==> config.mk <==
export PLATFORM = sky130hd
export DESIGN_NAME = input_debouncer
export DESIGN_NICKNAME = d
export VERILOG_FILES = /design/src/rtl/input_debouncer.sv
export SDC_FILE = /design/constraint.sdc
export NUM_CORES = 1
export LEC_CHECK = 0
export ABC_CLOCK_PERIOD_IN_PS = 4200
export CAP_MARGIN = 20
export CORE_MARGIN = 5
export CORE_UTILIZATION = 45
export DETAILED_ROUTE_END_ITERATION = 8
export PLACE_DENSITY_LB_ADDON = 0.05
export SKIP_CTS_REPAIR_TIMING = 1
export SYNTH_ARGS = -nofsm -noshare
export SYNTH_HDL_FRONTEND = slang
export SYNTH_SLANG_ARGS = --single-unit
export TNS_END_PERCENT = 5
==> constraint.sdc <==
create_clock -name clk -period 4.2 [get_ports clk]
set_clock_uncertainty 0.05 [all_clocks]
set_input_delay 0.84 -clock clk [delete_from_list [all_inputs] [get_ports clk]]
set_output_delay 0.84 -clock clk [all_outputs]
set_load 0.1 [all_outputs]
==> src/rtl/input_debouncer.sv <==
// ----------------------------------------------------------------------------
// input_debouncer
//
// Conditions a raw, asynchronous switch/button level into a clean level `x`
// in the clk domain, plus one-cycle `rise`/`fall` pulses and a wrapping count
// of accepted rising edges. The output `x` drives the downstream sequence
// FSM's `x` input.
//
// Datapath: din -> SYNC_STAGES-flop synchronizer -> s -> debounce FSM with
// stability counter -> registered x / rise / fall -> rise_count.
//
// Ports
//   clk         in   1       single clock, rising edge
//   rst_n       in   1       asynchronous active-low reset
//   din         in   1       raw asynchronous level from the pad
//   clr         in   1       synchronous clear of rise_count (wins over +1)
//   x           out  1       debounced level, registered
//   rise        out  1       one-cycle pulse when x goes 0->1
//   fall        out  1       one-cycle pulse when x goes 1->0
//   rise_count  out  CNT_W   accepted rising edges, modulo 2^CNT_W
//
// Parameters
//   SYNC_STAGES      synchronizer depth, 2 or more
//   DEBOUNCE_CYCLES  consecutive identical samples to accept a change, 2..255
//   CNT_W            width of rise_count
//
// FSM states
//   state        | meaning
//   -------------+-----------------------------------------------
//   ST_LOW       | x = 0, s stable low
//   ST_CHK_HIGH  | x = 0, counting consecutive s = 1 samples
//   ST_HIGH      | x = 1, s stable high
//   ST_CHK_LOW   | x = 1, counting consecutive s = 0 samples
//
// Latency: a new stable din level reaches x at edge
// SYNC_STAGES + DEBOUNCE_CYCLES, counting the edge where the first
// synchronizer flop samples it as edge 1.
// ----------------------------------------------------------------------------
module input_debouncer #(
    parameter int SYNC_STAGES     = 2,
    parameter int DEBOUNCE_CYCLES = 4,
    parameter int CNT_W           = 8
) (
    input  logic             clk,
    input  logic             rst_n,
    input  logic             din,
    input  logic             clr,
    output logic             x,
    output logic             rise,
    output logic             fall,
    output logic [CNT_W-1:0] rise_count
);

    // Counter is sized to hold DEBOUNCE_CYCLES itself, even though the
    // highest value ever stored is DEBOUNCE_CYCLES-1.
    localparam int             CW       = $clog2(DEBOUNCE_CYCLES + 1);
    localparam logic [CW-1:0]  CNT_ZERO = '0;
    localparam logic [CW-1:0]  CNT_ONE  = CW'(1);
    localparam logic [CW-1:0]  CNT_LAST = CW'(DEBOUNCE_CYCLES - 1);

    typedef enum logic [1:0] {
        ST_LOW      = 2'd0,
        ST_CHK_HIGH = 2'd1,
        ST_HIGH     = 2'd2,
        ST_CHK_LOW  = 2'd3
    } state_t;

    logic [SYNC_STAGES-1:0] r_sync;
    logic                   w_s;

    state_t                 r_state;
    logic [CW-1:0]          r_cnt;
    logic                   r_x;
    logic                   r_rise;
    logic                   r_fall;
    logic [CNT_W-1:0]       r_rise_count;

    logic                   w_cnt_last;
    logic                   w_accept_rise;
    logic                   w_accept_fall;

    // ------------------------------------------------------------------
    // Synchronizer: bit 0 samples din, the top bit is the only synchronized
    // value the rest of the block is allowed to look at.
    // ------------------------------------------------------------------
    always_ff @(posedge clk or negedge rst_n) begin
        if (!rst_n) begin
            r_sync <= '0;
        end else begin
            r_sync <= {r_sync[SYNC_STAGES-2:0], din};
        end
    end

    assign w_s = r_sync[SYNC_STAGES-1];

    // ------------------------------------------------------------------
    // Acceptance decode. The sample that completes the run is the one
    // arriving while cnt already holds DEBOUNCE_CYCLES-1, so the accepting
    // edge is the DEBOUNCE_CYCLES-th consecutive identical sample.
    // ------------------------------------------------------------------
    assign w_cnt_last    = (r_cnt == CNT_LAST);
    assign w_accept_rise = (r_state == ST_CHK_HIGH) &&  w_s && w_cnt_last;
    assign w_accept_fall = (r_state == ST_CHK_LOW)  && !w_s && w_cnt_last;

    // ------------------------------------------------------------------
    // Debounce FSM with registered outputs. rise/fall default low every
    // cycle so they can only ever be single-cycle pulses, and they come
    // from mutually exclusive states so they never coincide.
    // ------------------------------------------------------------------
    always_ff @(posedge clk or negedge rst_n) begin
        if (!rst_n) begin
            r_state <= ST_LOW;
            r_cnt   <= CNT_ZERO;
            r_x     <= 1'b0;
            r_rise  <= 1'b0;
            r_fall  <= 1'b0;
        end else begin
            r_rise <= 1'b0;
            r_fall <= 1'b0;

            case (r_state)
                ST_LOW: begin
                    if (w_s) begin
                        r_state <= ST_CHK_HIGH;
                        r_cnt   <= CNT_ONE;
                    end
                end

                ST_CHK_HIGH: begin
                    if (!w_s) begin
                        // Run broken before acceptance: drop it entirely.
                        r_state <= ST_LOW;
                        r_cnt   <= CNT_ZERO;
                    end else if (w_cnt_last) begin
                        r_state <= ST_HIGH;
                        r_cnt   <= CNT_ZERO;
                        r_x     <= 1'b1;
                        r_rise  <= 1'b1;
                    end else begin
                        r_cnt   <= r_cnt + CNT_ONE;
                    end
                end

                ST_HIGH: begin
                    if (!w_s) begin
                        r_state <= ST_CHK_LOW;
                        r_cnt   <= CNT_ONE;
                    end
                end

                ST_CHK_LOW: begin
                    if (w_s) begin
                        r_state <= ST_HIGH;
                        r_cnt   <= CNT_ZERO;
                    end else if (w_cnt_last) begin
                        r_state <= ST_LOW;
                        r_cnt   <= CNT_ZERO;
                        r_x     <= 1'b0;
                        r_fall  <= 1'b1;
                    end else begin
                        r_cnt   <= r_cnt + CNT_ONE;
                    end
                end

                default: begin
                    r_state <= ST_LOW;
                    r_cnt   <= CNT_ZERO;
                    r_x     <= 1'b0;
                end
            endcase
        end
    end

    // ------------------------------------------------------------------
    // Rising-edge event counter. Updates on the same edge that raises
    // rise; clr takes priority over a coincident increment. Wraps
    // naturally at 2^CNT_W.
    // ------------------------------------------------------------------
    always_ff @(posedge clk or negedge rst_n) begin
        if (!rst_n) begin
            r_rise_count <= '0;
        end else if (clr) begin
            r_rise_count <= '0;
        end else if (w_accept_rise) begin
            r_rise_count <= r_rise_count + {{(CNT_W-1){1'b0}}, 1'b1};
        end
    end

    // w_accept_fall is kept as a named decode for the falling acceptance
    // so both directions read symmetrically; it mirrors the fall pulse.
    logic r_fall_seen;
    always_ff @(posedge clk or negedge rst_n) begin
        if (!rst_n) begin
            r_fall_seen <= 1'b0;
        end else begin
            r_fall_seen <= w_accept_fall;
        end
    end

    assign x          = r_x;
    assign rise       = r_rise;
    assign fall       = r_fall & r_fall_seen;
    assign rise_count = r_rise_count;

endmodule

==> impl_metrics.toml <==
[run_status]
outcome = "completed"

[placement]
numPortBuffers = 14
gp_congestion = 0.6494
place_inst = 121
place_hpwl_um = 1161

[synth]
synth_top_area_cell = "dfrtp_1"
syn_area_sq_um = 888.4
netlist_instances = 83
synth_cell_types = 28
avgSynthCellArea_sq_um = 10.70
syn_nets = 89
synth-seq-cells = 19
ys_warn_count = 0
synthTopCellsByArea = "dfrtp_1, mux2_1, nor2b_1"
yosysTopAreaCellShare_pct = 53.52
ys_seq_area_share_pct = 53.52

[clock_tree]
clock_sinks = 19
root_buffer = "clkbuf_4"
clk_latency_ps = 300
tritoncts = "built"
cts_htree_levels = 1
numCtsBuffers = 3
cts_buffer_depth = 2
clk_pin_slew_worst_paths_ps = 110

[cells_and_area]
multiInputGateArea_sq_um = 392.9
syn2layout_area_growth_pct = 21.13
n_antenna_cell = 0
fillers = 168
final_nets = 105
final_util_pct = 55.99
final_cells = 125
seqCellArea_sq_um = 475.5
drive_above_1_share_pct = 4.082

[power_and_ir_drop]
power_density_nw_per_um2 = 394.6
power_uw = 424.6
vdd_drop_max_mv = 0.2363
p_leak_nw = 0.4638

[floorplanning]
dieHeight_um = 54.43
start_util_pct = 46.22
row_count = 16
die_area_sq_um = 2963
coreArea_sq_um = 1922
die_w_um = 54.43
io_pins = 15

[grt]
grt_util_all_layers_pct = 14.30
grt_pass1_wl_um = 2925
grt_overflow = 0
grt_max_degree = 20
antenna_found_initial = 0
grt_pass1_vias = 663

[worst_setup_path]
rr_startpoint = "r_cnt[0]$_DFFE_PN0P_"
end_kind = "primary output"
crit_family = "buffers and inverters"
path_cells = "clkdlybuf4s50_1"
cp_slowest_stage_delay_ps = 1160
required_ps = 3310
critical_path_class = "register to primary output"
worst_ep_arrival_time_ps = 1900
cp-startpoint = "rise_count[3]$_DFFE_PN0P_"
start_kind = "register"
crit_buf_inv = 1
slowest_stage = "clkdlybuf4s50_1"
cp_max_fo = 7

[worst_hold_path]
min_from = "r_sync[0]$_DFF_PN0_"
hp-class = "register to register"

[timing]
hold_violations = 0
rsz0062_at_grt = "no"
fin_crit_ps = 2788
slew_headroom_pct = 35.15
tns_ps = 0
post-route-period-util_pct = 66.38
tightestPinTransition_ps = 969.7
fmax_mhz = 358.7
setup_viol = 0
maxSlewViolCount = 0

[route]
drt_wl_total_um = 1677
drtIter0Drc = 6
drt_first_pass_iters = 4
via_per_inst = 5.320
wl_per_cell_um = 13.42
drc = 0
vias = 665
final_antenna_net_count = 0

[job]
drv_cap = 0
[worst paths after layout]
check / end / slack [ps] / cells after the start
setup / recovery: rise_count[3] / 1410 / 1
hold reg to reg: r_sync[1]$_DFF_PN0_ / 310 / 0
min in group asynchronous: r_fall_seen$_DFF_PN0_ / 960 / 1
max in group asynchronous: r_cnt[0]$_DFFE_PN0P_ / 2590 / 1
setup reg to reg: rise_count[5]$_DFFE_PN0P_ / 2460 / 4
hold / removal: r_sync[1]$_DFF_PN0_ / 310 / 0
[report_power, final]
| group | switching (mW) | internal [mW] | leakage (nW) |
|---|---|---|---|
| registers | 0.0262 | 0.204 | 0.249 |
| clock network | 0.0562 | 0.0370 | 0.0150 |
| logic | 0.0595 | 0.0420 | 0.200 |
[cells by family after synthesis]
group                    Yosys count  share of synthesized area [%]
flip-flops                        19                          53.52
adder cells (fa/ha/maj)            2                          2.816
XOR/XNOR                           1                         0.9861
buffers and inverters              5                          2.252
AND/OR/NAND/NOR                   37                          25.77
AO/OA/AOI/OAI                     15                          9.575
multiplexers                       4                          5.070
[cell usage in the layout (no fill, tap or decap), types with 2 or more instances in the layout]
master | Yosys | layout
clkdlybuf4s50_1 | 0 | 14
o21ai_1 | 5 | 5
nand2b_1 | 2 | 2
a21oi_1 | 5 | 5
o31ai_1 | 2 | 2
nand3_1 | 2 | 2
dfrtp_1 | 19 | 19
clkbuf_4 | 0 | 3
nor2b_1 | 5 | 5
o21a_1 | 2 | 2
mux2_1 | 4 | 4
ha_1 | 2 | 2
and2_1 | 2 | 2
or4_1 | 2 | 2
nor4_1 | 4 | 4
and3b_1 | 2 | 2
nor3b_1 | 2 | 2
nand2_1 | 5 | 5
nor2_1 | 6 | 6
[registers in the layout, summed over array words and instances (netlist names), named ones only]
name,count
rise_count,8
r_cnt,3
r_sync,2
r_fall,1
r_fall_seen,1
r_state,1
rise,1
x,1
[routing by layer]
| layer | part of all wire (%) | track usage [%] | up-vias | wire length [um] |
|---|---|---|---|---|
| met2 | 47 | 23.90 | 18 | 792 |
| met5 | 0 | 0 | - | 0 |
| met4 | 2.7 | 8.714 | 0 | 45 |
| met3 | 4.5 | 3.270 | 5 | 75 |
| li1 | - | - | 326 | - |
| met1 | 46 | 16.47 | 316 | 764 |
[cell type report]
cell class	instances	area share (%)
inverters	2	0.6977
repair buffers	14	13.02
clock buffers	4	2.442
well taps	27	3.140
multi-input cells	59	36.51
flip-flops and latches	19	44.19
[cell usage after synthesis (all sizes together)]
master	number
nor3b	2
nand4	1
nand4b	1
nor2b	5
nand3b	2
o31ai	2
and3b	2
xor2	1
or3	1
inv	1
nand3	2
mux2	4
ha	2
o21a	2
a21oi	5
nor4	4
buf	1
o21ai	6
dfrtp	19
nand2	5
nor2	6
and2	2
clkbuf	2
nand2b	2
clkinv	1
or4	2
[through the flow]
step	hold WS [ps]	instance area, sq um	setup WS (ps)
after floorplan	281.2	888.4	2086
after global placement	281.7	1050	1754
after detailed placement	285.6	1050	1733
after CTS	311.1	1076	1396
after global routing	329.6	1076	1339
final	308.7	1076	1412
Note: power is estimated with default switching activity, not from simulation.
